$ cat src/rtl/ones_count7.sv
// ones_count7: registered 7-input population counter.
// The output count comes from a full-adder tree. A separate arithmetic sum of
// the same bits cross-checks that tree, and any disagreement raises a sticky
// mismatch flag.

// One-bit full adder built from XOR/AND/OR gates.
module ones_count7_fa (
    input  logic a,
    input  logic b,
    input  logic c,
    output logic s,
    output logic co
);

    // Sum and majority carry.
    always_comb begin
        s  = a ^ b ^ c;
        co = (a & b) | (a & c) | (b & c);
    end

endmodule

module ones_count7 (
    input  logic       clk,
    input  logic       rst,
    input  logic       in_valid,
    input  logic [0:6] i,
    output logic [2:0] y,
    output logic       y_valid,
    output logic       mismatch
);

    localparam int unsigned IN_W  = 7;
    localparam int unsigned CNT_W = 3;

    logic             s_a;
    logic             c_a;
    logic             s_b;
    logic             c_b;
    logic             c_c;
    logic [CNT_W-1:0] cnt_gl;
    logic [CNT_W-1:0] cnt_as;

    // First level: two independent groups of three input bits.
    ones_count7_fa fa_a (
        .a  (i[0]),
        .b  (i[1]),
        .c  (i[2]),
        .s  (s_a),
        .co (c_a)
    );

    ones_count7_fa fa_b (
        .a  (i[3]),
        .b  (i[4]),
        .c  (i[5]),
        .s  (s_b),
        .co (c_b)
    );

    // Weight-1 column: the two partial sums plus the seventh bit.
    ones_count7_fa fa_c (
        .a  (s_a),
        .b  (s_b),
        .c  (i[6]),
        .s  (cnt_gl[0]),
        .co (c_c)
    );

    // Weight-2 column: its carry out forms the weight-4 bit.
    ones_count7_fa fa_d (
        .a  (c_a),
        .b  (c_b),
        .c  (c_c),
        .s  (cnt_gl[1]),
        .co (cnt_gl[2])
    );

    // Arithmetic reference count. A 3-bit sum cannot overflow because the
    // maximum is 7.
    always_comb begin
        cnt_as = '0;
        for (int unsigned k = 0; k < IN_W; k++) begin
            cnt_as = cnt_as + CNT_W'(i[k]);
        end
    end

    // Output registers. y holds while the input is idle. mismatch stays set
    // once raised and clears only on reset.
    always_ff @(posedge clk) begin
        if (rst) begin
            y        <= '0;
            y_valid  <= 1'b0;
            mismatch <= 1'b0;
        end else if (in_valid) begin
            y        <= cnt_gl;
            y_valid  <= 1'b1;
            mismatch <= mismatch | (cnt_gl != cnt_as);
        end else begin
            y_valid  <= 1'b0;
        end
    end

endmodule

$ cat config.mk
export PLATFORM = sky130hd
export DESIGN_NAME = ones_count7
export DESIGN_NICKNAME = d
export VERILOG_FILES = /design/src/rtl/ones_count7.sv
export SDC_FILE = /design/constraint.sdc
export NUM_CORES = 1
export LEC_CHECK = 0
export CAP_MARGIN = 10
export CORE_AREA = 2 2 39 41
export DETAILED_ROUTE_END_ITERATION = 10
export DIE_AREA = 0 0 41 43
export SLEW_MARGIN = 20
export SYNTH_ARGS = -nofsm -noshare
export SYNTH_HDL_FRONTEND = slang
export SYNTH_SLANG_ARGS = --single-unit
$ cat constraint.sdc
create_clock -name clk -period 9.1 [get_ports clk]
set_input_delay 2.275 -clock clk [delete_from_list [all_inputs] [get_ports clk]]
set_output_delay 2.275 -clock clk [all_outputs]
set_load 0.02 [all_outputs]
; Word level (Yosys, flattened, before mapping)
; Index checks and enable logic that the tools add are counted.
[op_classes]
n_addsub = 6
n_eq_ne = 1
n_mux = 1
bitwise_logic = 29
[op_table]
columns = op, count
row1 = adder 3 x 1 -> 3 bit, 4
row2 = bitwise AND 1 bit, 12
row3 = OR 1 bit, 9
row4 = bitwise XOR 1 bit, 8
row5 = adder 2 x 1 -> 3 bit, 1
row6 = != test 3 bit, 1
row7 = adder 1 x 1 -> 2 bit, 1
row8 = 2-to-1 mux 1 bit, 1
[word_totals]
regBits = 5
input_bits = 10
out_inout_bits = 5
wordCells = 40

; Longest topological paths before layout
; Gate-level depths: netlist of run 1.
[logic_depth]
depth_word = 10
depth_mapped = 8
depth_no_buf = 8

; Cells and area by module
; Synthesis of run 1 repeated with hierarchy kept, for this count alone.
[unflattened]
cells_unflattened = 33
hier_area_um2 = 381.6
[modules_own_cells]
columns = mod, instances, cells_per_inst, area_each_um2, seq_area_each_um2
row1 = ones_count7, 1, 29, 301.5, 100.1
row2 = ones_count7_fa, 4, 1, 20.0, 0.0

; Worst setup path before layout of run 1
; Ideal clock, no wire load.
[synth_path]
kind = input to register
start = input port i[6] (netlist name)
end = register mismatch
setup_ns = 0.081
t_arrival_ns = 4.436
required_ns = 9.019
path_slack_ns = 4.584
cell_stages = 8
n_path_buf = 0
path_cell_list = fa_1 inv_1 fa_1 fa_1 inv_1 fa_1 xor2_1 a41oi_1
[synth_between]
elab_chain_len = 8
word_cells_on_any_way = 13
cone_classes = 1 x add/sub / 1 x eq/ne / 11 x bitwise
[synth_rtl]
columns = item, line
row1 = "start, declared", 27  ; input logic [0:6] i,
row2 = bitwise AND 1 bit, 18  ; co = (a & b) | (a & c) | (b & c);
row3 = OR 1 bit (2 in series), 18
row4 = bitwise AND 1 bit, 18
row5 = OR 1 bit (2 in series), 18
row6 = != test 3 bit (*), 98  ; mismatch <= mismatch | (cnt_gl != cnt_as);
row7 = OR 1 bit (*), 98
row8 = "end signal, assigned", 98
row9 = "end, declared", 30  ; output logic mismatch
; Mark *: on every way between the ends. The rest lies on a longest branch, timed or not.
; A chain may end at the register's enable or synchronous reset.

; Worst setup path in the final report of run 1
; Ends and elaborated chain as after synthesis.

==> results of run 1 <==
## how the worst min path moves through the flow
stage | end | depth (start not counted)
5_1_grt | y[2] | 2
6_report | y[1] | 2
2_1_floorplan | y[1] | 2
3_5_place_dp | y[1] | 2
4_1_cts | y[1] | 2
3_3_place_gp | y[1] | 2
## cell families after synthesis
logic type / Yosys count / synth area share [%]
AO/OA/AOI/OAI: 4 / 7.99
adder cells (fa/ha/maj): 8 / 40.9
multiplexers: 1 / 2.56
AND/OR/NAND/NOR: 4 / 4.47
buffers and inverters: 12 / 11.8
XOR/XNOR: 3 / 6.71
flip-flops: 5 / 25.6
## metal layers
layer	global-route usage (%)	wire length (microns)	share of wire (%)	vias to the layer above
met5	0	0	0	-
met4	4.00	0	0	0
met3	6.28	49	7.5	0
met2	13.8	314	48	9
met1	9.90	287	44	127
li1	-	-	-	142
## area by class of cell
| type | count | area (sq um) |
|---|---|---|
| Clock buffer | 4 | 26.3 |
| Fill cell | 135 | 811 |
| Inverter | 11 | 41.3 |
| Multi-Input combinational cell | 20 | 245 |
| Sequential cell | 5 | 100 |
| Tap cell | 16 | 20.0 |
| Timing Repair Buffer | 14 | 140 |
## registers in the layout, summed over array words and instances, names as in the netlist
register	count
mismatch	1
y	3
y_valid	1
## power groups by stage
stage          sequential, mW  clock, mW  combinational, mW
4_1_cts                0.0266     0.0270             0.0404
5_1_grt                0.0268     0.0293             0.0445
3_5_place_dp           0.0269          0             0.0402
6_report               0.0265     0.0261             0.0395
3_3_place_gp           0.0267          0             0.0400
2_1_floorplan          0.0303          0             0.0221
## cells in the mapped netlist
master | n | area, sq um
inv_1 | 11 | 41.3
fa_1 | 8 | 160
dfxtp_1 | 5 | 100
nor2_1 | 3 | 11.3
xor2_1 | 3 | 26.3
a211oi_1 | 2 | 15.0
a41oi_1 | 1 | 8.76
clkbuf_2 | 1 | 5.00
mux2i_1 | 1 | 10.0
nor2b_1 | 1 | 6.26
o21bai_1 | 1 | 7.51
## critical path: cells and delay by family
| kind | cells | cell delay, ns |
|---|---|---|
| xor gates and xnor gates | 1 | 0.15 |
| adders and majority gates | 4 | 1.78 |
| buffers and inverters | 3 | 0.59 |
| AOI/OAI and AO/OA | 1 | 0.20 |
==> results.yml, run 1 <==
outcome:
  status: "complete, no violations"
die:
  rows: 14
  initial_core_util_pct: 28.3
  die-area_sq_um: 1760
  die_y_microns: 43
  io_pins: 15
  core_sq_um: 1380
  fp.dieW_microns: 41
finish:
  final_layout_size_suffix_gt1_share_pct: 5.56
  final_common_cell: "clkdlybuf4s50_1"
  final_cell_mix: "clkdlybuf4s50_1 (14), inv_1 (11), fa_1 (8), dfxtp_1 (5)"
  layout.nets: 73
  syn2layout_area_growth_pct: 46.3
  antennaDiodeCount: 0
  stdcell_area_sq_um: 573
  fin_util_pct: 41.4
  final_cells: 70
drt:
  num_vias: 278
  vias_per_cell: 3.97
  first_pass_iters: 4
  drtAntennaViolNets: 0
  detail_route.wl_per_cell_microns: 9.30
  routed_wl_microns: 651
  drc_errors: 0
  drt_iter0_drc: 4
cts:
  path_clk_slew_ns: 0.04
  cts_tree: "built"
  cts-resized-gates: 0
  clk_latency_ns: 0.24
  numCtsBuffers: 3
  clock-sinks: 5
  cts_root_buffer: "clkbuf_4"
  ctsHoldBuffers: 0
  h-tree-depth: 1
  cts_buffer_depth: 2
  post-cts-setup-buffers: 0
place:
  pre_cts_slack_ns: 3.98
  routabilityCongestion: 0.657
  place_hpwl_microns: 560
  placed_area_sq_um: 547
  dp.cells: 66
  port_buffers: 14
power_and_ir_drop:
  p_int_mw: 0.0618
  p_total_mw: 0.0921
  ir_drop_mv: 0.0570
  p_leak_nw: 0.258
  power_frac_comb_pct: 42.9
  p_clk_share_pct: 28.4
  p_sw_share_pct: 33.0
  power_density_nw_per_um2: 161
  p_sw_mw: 0.0304
  seq_power_share_pct: 28.8
worst_setup_path:
  slowest_delay_ns: 0.56
  crit_arrival_ns: 5.01
  r2r_start: "mismatch"
  cp_common_cell: "fa_1"
  r2r-end: "mismatch"
  crit_path_end_kind: "register"
  cp_cell_sequence: "clkdlybuf4s50_1 > fa_1 > inv_1 > fa_1 > fa_1 > inv_1 > fa_1 > xor2_1 > a41oi_1"
  startpoint_type: "input port"
  cp_max_fo: 2
  crit_required_ns: 9.26
  rrSetupSlack_ns: 8.43
  endpoint: "mismatch"
  rr_worst_depth: 2
  crit_slowest_cell: "fa_1"
  path_class: "input port to register"
  cp-startpoint: "i[6]"
sta:
  final.min_clock_period_ns: 4.85
  drv_slew: 0
  worstMarginPinSlew_ns: 0.264
  fin_crit_sh_pct: 53.3
  finalSetupViolCount: 0
  setup_ws_ns: 4.25
  finalHoldViolCount: 0
  skew_ns: 0
  relSlewSlack_pct: 82.3
  timing.hold.ws_ns: 0.479
  fin_setup_tns_ns: 0
  rsz0062_at_grt: "no"
  clock.fmax_ghz: 0.206
yosys:
  syn_nets: 55
  yosysWarnings: 0
  syn-instance-count: 37
  yosys_register_bits: 5
  syn_area_sq_um: 392
  ys_seq_area_share_pct: 25.6
  syn_area_per_cell_sq_um: 10.6
  ys_types: 11
grt:
  grt_pass1_vias: 282
  gr-total-overflow: 0
  antenna_found_initial: 0
  grt.total_usage_pct: 9.31
  grt_max_degree: 8
  grt_first_pass_wirelength_microns: 1060
min_path:
  worstHoldPathType: "register to register"
  hold_start: "y[1]"
flow_run:
  drv_cap: 0
Power figures use the tool's default switching activity.
==> inputs of run 2 (changes only) <==
==> constraint.sdc (replaced) <==
create_clock -name clk -period 4 [get_ports clk]
set_input_delay 1 -clock clk [delete_from_list [all_inputs] [get_ports clk]]
set_output_delay 1 -clock clk [all_outputs]
set_load 0.02 [all_outputs]
==> run 2 against run 1 <==
  * Register-to-register slack worse by 5.1 ns
  * Worst hold slack improved by 0.0064 ns
  * Die area is the same
  * Largest power group unchanged
  * Core utilization did not move
  * Combinational power grew 130%
  * Wire length is 1.1% higher
  * Critical path depth did not move
  * Design area is the same
==> results.yml, run 2 (synthesized netlist as in run 1, its figures left out) <==
finish:
  final_cell_mix: "clkdlybuf4s50_1 (14), inv_1 (11), fa_1 (8), dfxtp_1 (5)"
  final_cells: 70
  final_layout_size_suffix_gt1_share_pct: 5.56
  fin_util_pct: 41.4
  largest_reg_flops: 3
  reg_top3: "y x3, mismatch x1, y_valid x1"
  antennaDiodeCount: 0
  layout.nets: 73
  nFillCells: 137
  syn2layout_area_growth_pct: 46.3
  largest-register: "y"
  final_common_cell: "clkdlybuf4s50_1"
drt:
  num_vias: 296
  drtAntennaViolNets: 0
  drt_iter0_drc: 2
  vias_per_cell: 4.23
  routed_wl_microns: 658
  drc_errors: 0
  first_pass_iters: 2
  detail_route.wl_per_cell_microns: 9.40
sta:
  clock.fmax_ghz: 0.280
  relSlewSlack_pct: 83.6
  skew_ns: 0
  fin_setup_tns_ns: 0
  rsz0062_at_grt: "no"
  worstMarginPinSlew_ns: 0.245
  setup_ws_ns: 0.428
  final.min_clock_period_ns: 3.57
  drv_slew: 0
  fin_crit_sh_pct: 89.3
  finalHoldViolCount: 0
  finalSetupViolCount: 0
worst_setup_path:
  rr_worst_depth: 2
  cp_common_cell: "fa_1"
  crit_slowest_cell: "fa_1"
  crit_arrival_ns: 3.74
  crit_family: "adder cells"
  crit_path_end_kind: "register"
  r2r-end: "mismatch"
  startpoint_type: "input port"
  cp_cell_sequence: "clkdlybuf4s50_1 > fa_1 > inv_1 > fa_1 > fa_1 > inv_1 > fa_1 > xor2_1 > a41oi_1"
  crit_required_ns: 4.16
  rrSetupSlack_ns: 3.36
  cp.buffers_inverters: 3
  slowest_delay_ns: 0.56
  r2r_start: "mismatch"
  path_class: "input port to register"
  cp_max_fo: 2
cts:
  cts_root_buffer: "clkbuf_4"
  post-cts-setup-buffers: 0
  path_clk_slew_ns: 0.05
  numCtsBuffers: 3
  cts_buffer_depth: 2
  h-tree-depth: 1
  clock-sinks: 5
  ctsHoldBuffers: 0
  clk_latency_ns: 0.24
  cts-resized-gates: 0
  cts_tree: "built"
grt:
  antenna_found_initial: 0
  grt_max_degree: 8
  grt.total_usage_pct: 9.40
  grt_first_pass_wirelength_microns: 1080
  gr-total-overflow: 0
  grt_pass1_vias: 299
die:
  core_sq_um: 1380
  die-area_sq_um: 1760
  fp.dieW_microns: 41
  io_pins: 15
  initial_core_util_pct: 28.3
  rows: 14
  die_y_microns: 43
power_and_ir_drop:
  p_leak_nw: 0.258
  ir_drop_mv: 0.154
  power_density_nw_per_um2: 365
  p_total_mw: 0.209
flow_run:
  drv_cap: 0
min_path:
  worstHoldPathType: "register to register"
  hold_start: "y[1]"
  hold_path_depth: 2
  hold_end: "y[1]"
outcome:
  status: "complete, no violations"
place:
  port_buffers: 14
  dp.cells: 66
  pre_cts_slack_ns: 0.177
  place_hpwl_microns: 597
  routabilityCongestion: 0.666
-- run 2: cell counts in the layout (fill, tap and decap cells not counted) --
Identical to the previous run, type by type.
-- run 2: layout make-up --
class / instances / area (sq um) / share of cell area [%]
Tap cell: 16 / 20.0 / 3.49
Timing Repair Buffer: 14 / 140 / 24.5
Sequential cell: 5 / 100 / 17.5
Multi-Input combinational cell: 20 / 245 / 42.8
Clock buffer: 4 / 26.3 / 4.59
Inverter: 11 / 41.3 / 7.21
-- run 2: power by group --
part	leakage, nW	internal, mW	total, mW	switching (mW)
clock	0.0150	0.0378	0.0594	0.0216
sequential	0.0416	0.0566	0.0601	0.00350
combinational	0.202	0.0464	0.0897	0.0432
total	0.258	0.141	0.209	0.0683
-- run 2: worst max path at each step --
stage | from | to | cells after the start
final | i[6] | mismatch | 9
after CTS | i[6] | mismatch | 9
after floorplan | i[6] | mismatch | 8
after global routing | i[6] | mismatch | 9
after detailed placement | i[6] | mismatch | 9
after global placement | i[6] | mismatch | 9
-- run 2: stage by stage --
step                hold WS, ns  instance area (sq um)
global route              0.513                    573
global placement          0.470                    547
floorplan                 0.547                    392
finish                    0.486                    573
detailed placement        0.480                    547
CTS                       0.489                    573
-- run 2: tightest hold or removal path: stages (launching register included) --
cell and delay, ns:
dfxtp_1 0.31, nor2_1 0.08, a211oi_1 0.05
-- run 2: layer usage --
metal  vias up  wire length (microns)  share of wire [%]  GRT usage [%]
met2         7                    337                 51           15.3
met5         -                      0                  0              0
met3         0                     31                4.7           4.71
met1       145                    288                 44           9.54
met4         0                      0                  0           4.00
li1        144                      -                  -              -
